`config.mk`:
```
export PLATFORM = sky130hd
export DESIGN_NAME = data_memory_ws
export DESIGN_NICKNAME = d
export VERILOG_FILES = /design/src/rtl/data_memory_ws.sv
export SDC_FILE = /design/constraint.sdc
export NUM_CORES = 2
export LEC_CHECK = 0
export BUFFER_PORTS_ARGS = -buffer_cell sky130_fd_sc_hd__buf_4
export CAP_MARGIN = 20
export CORE_UTILIZATION = 30
export CTS_BUF_LIST = sky130_fd_sc_hd__clkbuf_4 sky130_fd_sc_hd__clkbuf_8
export DETAILED_ROUTE_END_ITERATION = 16
export SKIP_LAST_GASP = 1
export SYNTH_ARGS = -nofsm -noshare
export SYNTH_HDL_FRONTEND = slang
export SYNTH_SLANG_ARGS = --single-unit
```
`constraint.sdc`:
```
create_clock -name clk -period 4.1 [get_ports clk]
set_clock_uncertainty 0.2 [all_clocks]
set_input_delay 0.41 -clock clk [delete_from_list [all_inputs] [get_ports clk]]
set_output_delay 0.41 -clock clk [all_outputs]
set_load 0.01 [all_outputs]
```
`src/rtl/data_memory_ws.sv`:
```
// data_memory_ws: byte-stored word memory with configurable wait states and out-of-range flagging
module data_memory_ws #(
   parameter int          DEPTH_BYTES = 256,
   parameter logic [31:0] BASE_ADDR   = 32'd1024,
   parameter int          WAIT_CYCLES = 1
) (
   input  logic        clk,
   input  logic        rst,
   input  logic        mem_r_en,
   input  logic        mem_w_en,
   input  logic [31:0] address,
   input  logic [31:0] dataToWrite,
   output logic [31:0] result,
   output logic        ready,
   output logic        addr_err
);
   localparam int WA = (DEPTH_BYTES > 4) ? $clog2(DEPTH_BYTES / 4) : 1;
   typedef enum logic [1:0] {IDLE, BUSY, DONE} state_t;
   state_t state, state_nx;
   logic [7:0] mem [0:DEPTH_BYTES-1];
   logic [31:0] off, wdata_q, word;
   logic [WA-1:0] wa_q;
   logic [3:0] cnt;
   logic req, in_rng, op_w_q, in_rng_q;
   assign req = mem_r_en | mem_w_en;
   assign off = address - BASE_ADDR;
   assign in_rng = (address >= BASE_ADDR) && (off <= 32'(DEPTH_BYTES - 4));
   assign word = {mem[{wa_q, 2'd3}], mem[{wa_q, 2'd2}], mem[{wa_q, 2'd1}], mem[{wa_q, 2'd0}]};
   // state register; latch the request on acceptance and count down the wait states
   always_ff @(posedge clk or negedge rst) begin
      if (!rst) begin
         state <= IDLE;
         cnt <= '0;
         op_w_q <= 1'b0;
         in_rng_q <= 1'b0;
         wa_q <= '0;
         wdata_q <= '0;
      end else begin
         state <= state_nx;
         if (state == IDLE && req) begin
            cnt <= 4'(WAIT_CYCLES);
            op_w_q <= mem_w_en;
            in_rng_q <= in_rng;
            wa_q <= off[WA+1:2];
            wdata_q <= dataToWrite;
         end else if (state == BUSY) begin
            cnt <= cnt - 4'd1;
         end
      end
   end
   // storage is never reset; an in-range write commits on the edge leaving DONE
   always_ff @(posedge clk) begin
      if (state == DONE && op_w_q && in_rng_q) begin
         mem[{wa_q, 2'd0}] <= wdata_q[7:0];
         mem[{wa_q, 2'd1}] <= wdata_q[15:8];
         mem[{wa_q, 2'd2}] <= wdata_q[23:16];
         mem[{wa_q, 2'd3}] <= wdata_q[31:24];
      end
   end
   // next-state and output decode; ready is only combinational from the request in IDLE
   always_comb begin
      state_nx = state;
      case (state)
         IDLE:    state_nx = req ? ((WAIT_CYCLES == 0) ? DONE : BUSY) : IDLE;
         BUSY:    state_nx = (cnt == 4'd1) ? DONE : BUSY;
         default: state_nx = IDLE;
      endcase
      ready = (state == IDLE) ? ~req : (state == DONE);
      addr_err = (state == DONE) && !in_rng_q;
      result = (state == DONE && !op_w_q && in_rng_q) ? word : '0;
   end
endmodule

```
==> summary.md <==
| Metric | Value |
|---|---|
| Status | `finished, violations left` |
| Failing checks | `negative setup slack` |
| Combinational share of power | `38.3%` |
| Initial antenna violation count | `15` |
| Setup violators final | `32` |
| Setup slack after layout | `-0.7066 ns` |
| Critical register-to-register path startpoint | `wa_q[1]` |
| Reg2Reg Depth | `9` |
| Row count | `190` |
| Leakage | `32.81 nW` |
| Critical Path End Type | `primary output` |
| Most common cell in the netlist | `edfxtp_1` |
| CTS tree | `done` |
| Mean Syn Cell Area | `18.46 sq um` |
| PwrDens | `745.3 mW/mm^2` |
| DRT Wirelength | `301100 um` |
| Routed wl met2 | `134900 um` |
| Headroom to the max-slew limit | `19.20%` |
| Clock Path Buffers | `4` |
| CP cell instances | `buf_12 > clkbuf_16 > and2_2 > buf_4 > a21oi_1 > o21ai_0 > a222oi_1 > o211a_1 > a31oi_1 > buf_4` |
| Met1 Wirelength | `108800 um` |
| Via Count | `51630` |
| Fmax | `208.0 MHz` |
| Residual DRC | `0` |
| Synth unique cells | `72` |
| Final HPWL DP | `167100 um` |
| Family with the most delay on the worst path | `compound AO/OA/AOI/OAI gates` |
| Final Total Pwr | `75.25 mW` |
| Post-synthesis sequential area ratio | `77.45%` |
| Synthesized area | `0.08089 sq mm` |
| GRT Total Usage | `21.24%` |
| R2R Path End | `mem[14][28]` |
| Post-synth EDFFs | `2048` |
| Final hold slack | `0.2464 ns` |
| WL per Instance | `33.34 um` |
| RePlAce Congestion | `0.8869` |
| Max-cap violations | `0` |
| Synth top area share | `76.03%` |
| I/O Buffers | `101` |
| Die ar. | `0.2717 sq mm` |
| Nets | `5306` |
| Inserted Clock Buffers | `350` |
| Hold Fails Final Rpt | `0` |
| Worst EP required | `3.49 ns` |
| CTS Sinks | `2094` |
| Clock share of power | `23.4%` |
| Mapped Cells | `4383` |
| Worst Path Max Fanout | `6` |
| Core Box Area | `0.2682 sq mm` |
| Die Span Y | `521.3 um` |
| Setup Crit Path Kind | `register to primary output` |
| Post-synth top cells | `2048 x edfxtp_1, 284 x mux2i_1, 187 x a221oi_1` |
| Tcrit/Tclk final | `117.2%` |
| Max Used Layer | `met5` |
| Sw frac | `37.10%` |
| Starting density of the core | `30.17%` |
| Synth warnings | `0` |
| Switching pwr | `27.92 mW` |
| Flop-to-flop setup slack | `0.52 ns` |
| Min cycle time layout | `4.807 ns` |
| CP max-delay cell | `a222oi_1` |
| Worst path max stage delay | `0.66 ns` |
| First-pass GRT wire length | `401500 um` |
| Iter 0 DRT Violations | `8288` |
| Post-DRT Antenna Nets | `0` |
| Layout cells sized above 1 | `33.08%` |
| Signal arrival time at the worst endpoint | `4.20 ns` |
| Crit-path most repeated cell | `buf_4` |
| Vias/cell | `5.717` |
| CTS root buffer | `clkbuf_8` |
| Ports | `102` |
| Slew @ Worst Pin | `1.212 ns` |
| GR Overflow Total | `0` |
| RSZ-0062 raised after global routing | `yes` |
| CP Buf/Inv Count | `4` |
| Main flop type after synthesis | `edfxtp_1` |
| H-tree depth | `5` |
| Worst-Skew Late Latency | `1.09 ns` |
| Pins Over Slew Limit | `0` |
| Area growth, synth to finish | `24.81%` |
| DIE WIDTH | `521.3 um` |
| Vias in the first global route | `49070` |
| Syn Nets | `4453` |
| Synth area leaders | `edfxtp_1 76%, mux2i_1 3.5%, mux4_2 3.3%, mux2_2 2.5%, a221oi_1 2.0%` |
| CP startpoint kind | `register` |
| Flop pwr share | `38.3%` |
| Flops & latches, synth | `2094` |
| Max VDD drop | `0.5325 mV` |
| Async SR Flop Fraction | `2.197%` |
| HP Class | `input port to asynchronous set/reset pin` |
| Maximum number of pins on one net before global-route repair | `67` |
| Synth area leader | `edfxtp_1` |
| Metal3 WL | `40770 um` |
| Worst-path clk slew | `0.07 ns` |
| Internal power | `47.33 mW` |
| Drt pass-1 iters | `6` |
-- repair_timing --
item                       in CTS  in global routing
pin swaps                      35                 64
setup endpoints to repair      32                 32
hold endpoints to repair       91                  0
resized for setup             211                171
hold buffers                  122                  0
buffers inserted               57                 70
gates cloned                   30                 12
-- per-stage QoR --
step / area, sq um / utilization [%] / TNS, ns / worst slack (ns) / std cells
detailed placement: 89170 / 33.25 / -0.8138 / -0.2637 / 8149
finish: 101000 / 37.65 / -15.27 / -0.7066 / 9032
global route: 100900 / 37.64 / -15.56 / -0.5691 / 9026
global placement: 89170 / 33.25 / -0.8614 / -0.2576 / 8149
CTS: 99140 / 36.97 / -16.08 / -0.6117 / 8942
floorplan: 80890 / - / 0 / 0.5487 / 4383
-- per-layer routing --
layer	global-route usage (%)	vias up
met4	10.23	22
met2	32.70	4229
met3	5.273	824
met5	0	-
li1	-	19910
met1	28.01	26650
-- cells in the final DEF (no fill, tap or decap), drive strengths merged, types with 6 or more instances in the layout --
master | Yosys | final
mux2 | 181 | 181
nor2b | 9 | 9
diode | 0 | 12
a211oi | 14 | 14
o22ai | 86 | 86
nand2b | 12 | 12
a41oi | 9 | 9
o2bb2ai | 22 | 22
mux2i | 284 | 284
nand3b | 7 | 7
o21ai | 115 | 115
a22o | 52 | 52
o221ai | 19 | 19
nand2 | 125 | 125
mux4 | 118 | 118
a221o | 40 | 40
and2 | 9 | 10
inv | 6 | 7
a221oi | 188 | 188
a222oi | 20 | 20
a21oi | 180 | 180
and3 | 15 | 15
o22a | 26 | 26
buf | 212 | 647
dfrtp | 46 | 46
a31oi | 45 | 45
dlygate4sd3 | 0 | 121
bufbuf | 0 | 20
nor2 | 172 | 174
nand3 | 16 | 16
a22oi | 120 | 120
a21o | 6 | 6
clkinv | 1 | 99
clkinvlp | 0 | 6
clkbuf | 90 | 486
nor3 | 16 | 16
edfxtp | 2048 | 2048
-- power by group through the flow --
stage                     clock network (mW)  logic [mW]  registers, mW
after global placement                     0        21.9           29.2
final                                   17.6        28.8           28.8
after global routing                    18.6        29.1           28.8
after detailed placement                   0        22.0           29.3
after floorplan                            0        10.9           29.0
after CTS                               17.7        25.6           28.8
-- sequential cells by signal (all words and copies together), names as in the netlist --
register and flops:
wa_q 6, cnt 4, state 2, op_w_q 1, wdata_q 32, in_rng_q 1
mem 2048
-- cell families (layout without fill, tap and decap cells) --
family	Yosys count	after routing	synth area share (%)
flip-flops	2094	2094	77.45
AO/OA/AOI/OAI	989	989	8.835
multiplexers	583	583	9.319
AND/OR/NAND/NOR	405	408	2.229
buffers and inverters	309	1391	2.125
adder cells (fa/ha/maj)	2	2	0.03093
XOR/XNOR	1	1	0.01083
other	0	12	0
-- layout make-up --
type	count	area, sq um
Fill cell	24560	167200
Sequential cell	2094	62700
Multi-Input combinational cell	1983	18340
Timing Repair Buffer	800	9002
Clock buffer	474	5804
Tap cell	3552	4444
Clock inverter	110	594.3
Inverter	7	38.79
Antenna cell	12	30.03
-- worst max path at each step --
stage             from  depth (start not counted)         end  slack (ns)
2_1_floorplan  wa_q[0]                          6  mem[12][0]        0.55
3_3_place_gp   wa_q[2]                          9  result[12]       -0.26
3_5_place_dp   wa_q[2]                          9  result[12]       -0.26
4_1_cts        wa_q[1]                         12   result[2]       -0.61
5_1_grt        wa_q[2]                         12   result[7]       -0.57
6_report       wa_q[2]                         10  result[13]       -0.71
-- worst min-delay path, delay by kind of cell --
kind / cells / cell delay [ns]
buf+inv: 4 / 1.51
(Power assumes the default switching activity.)
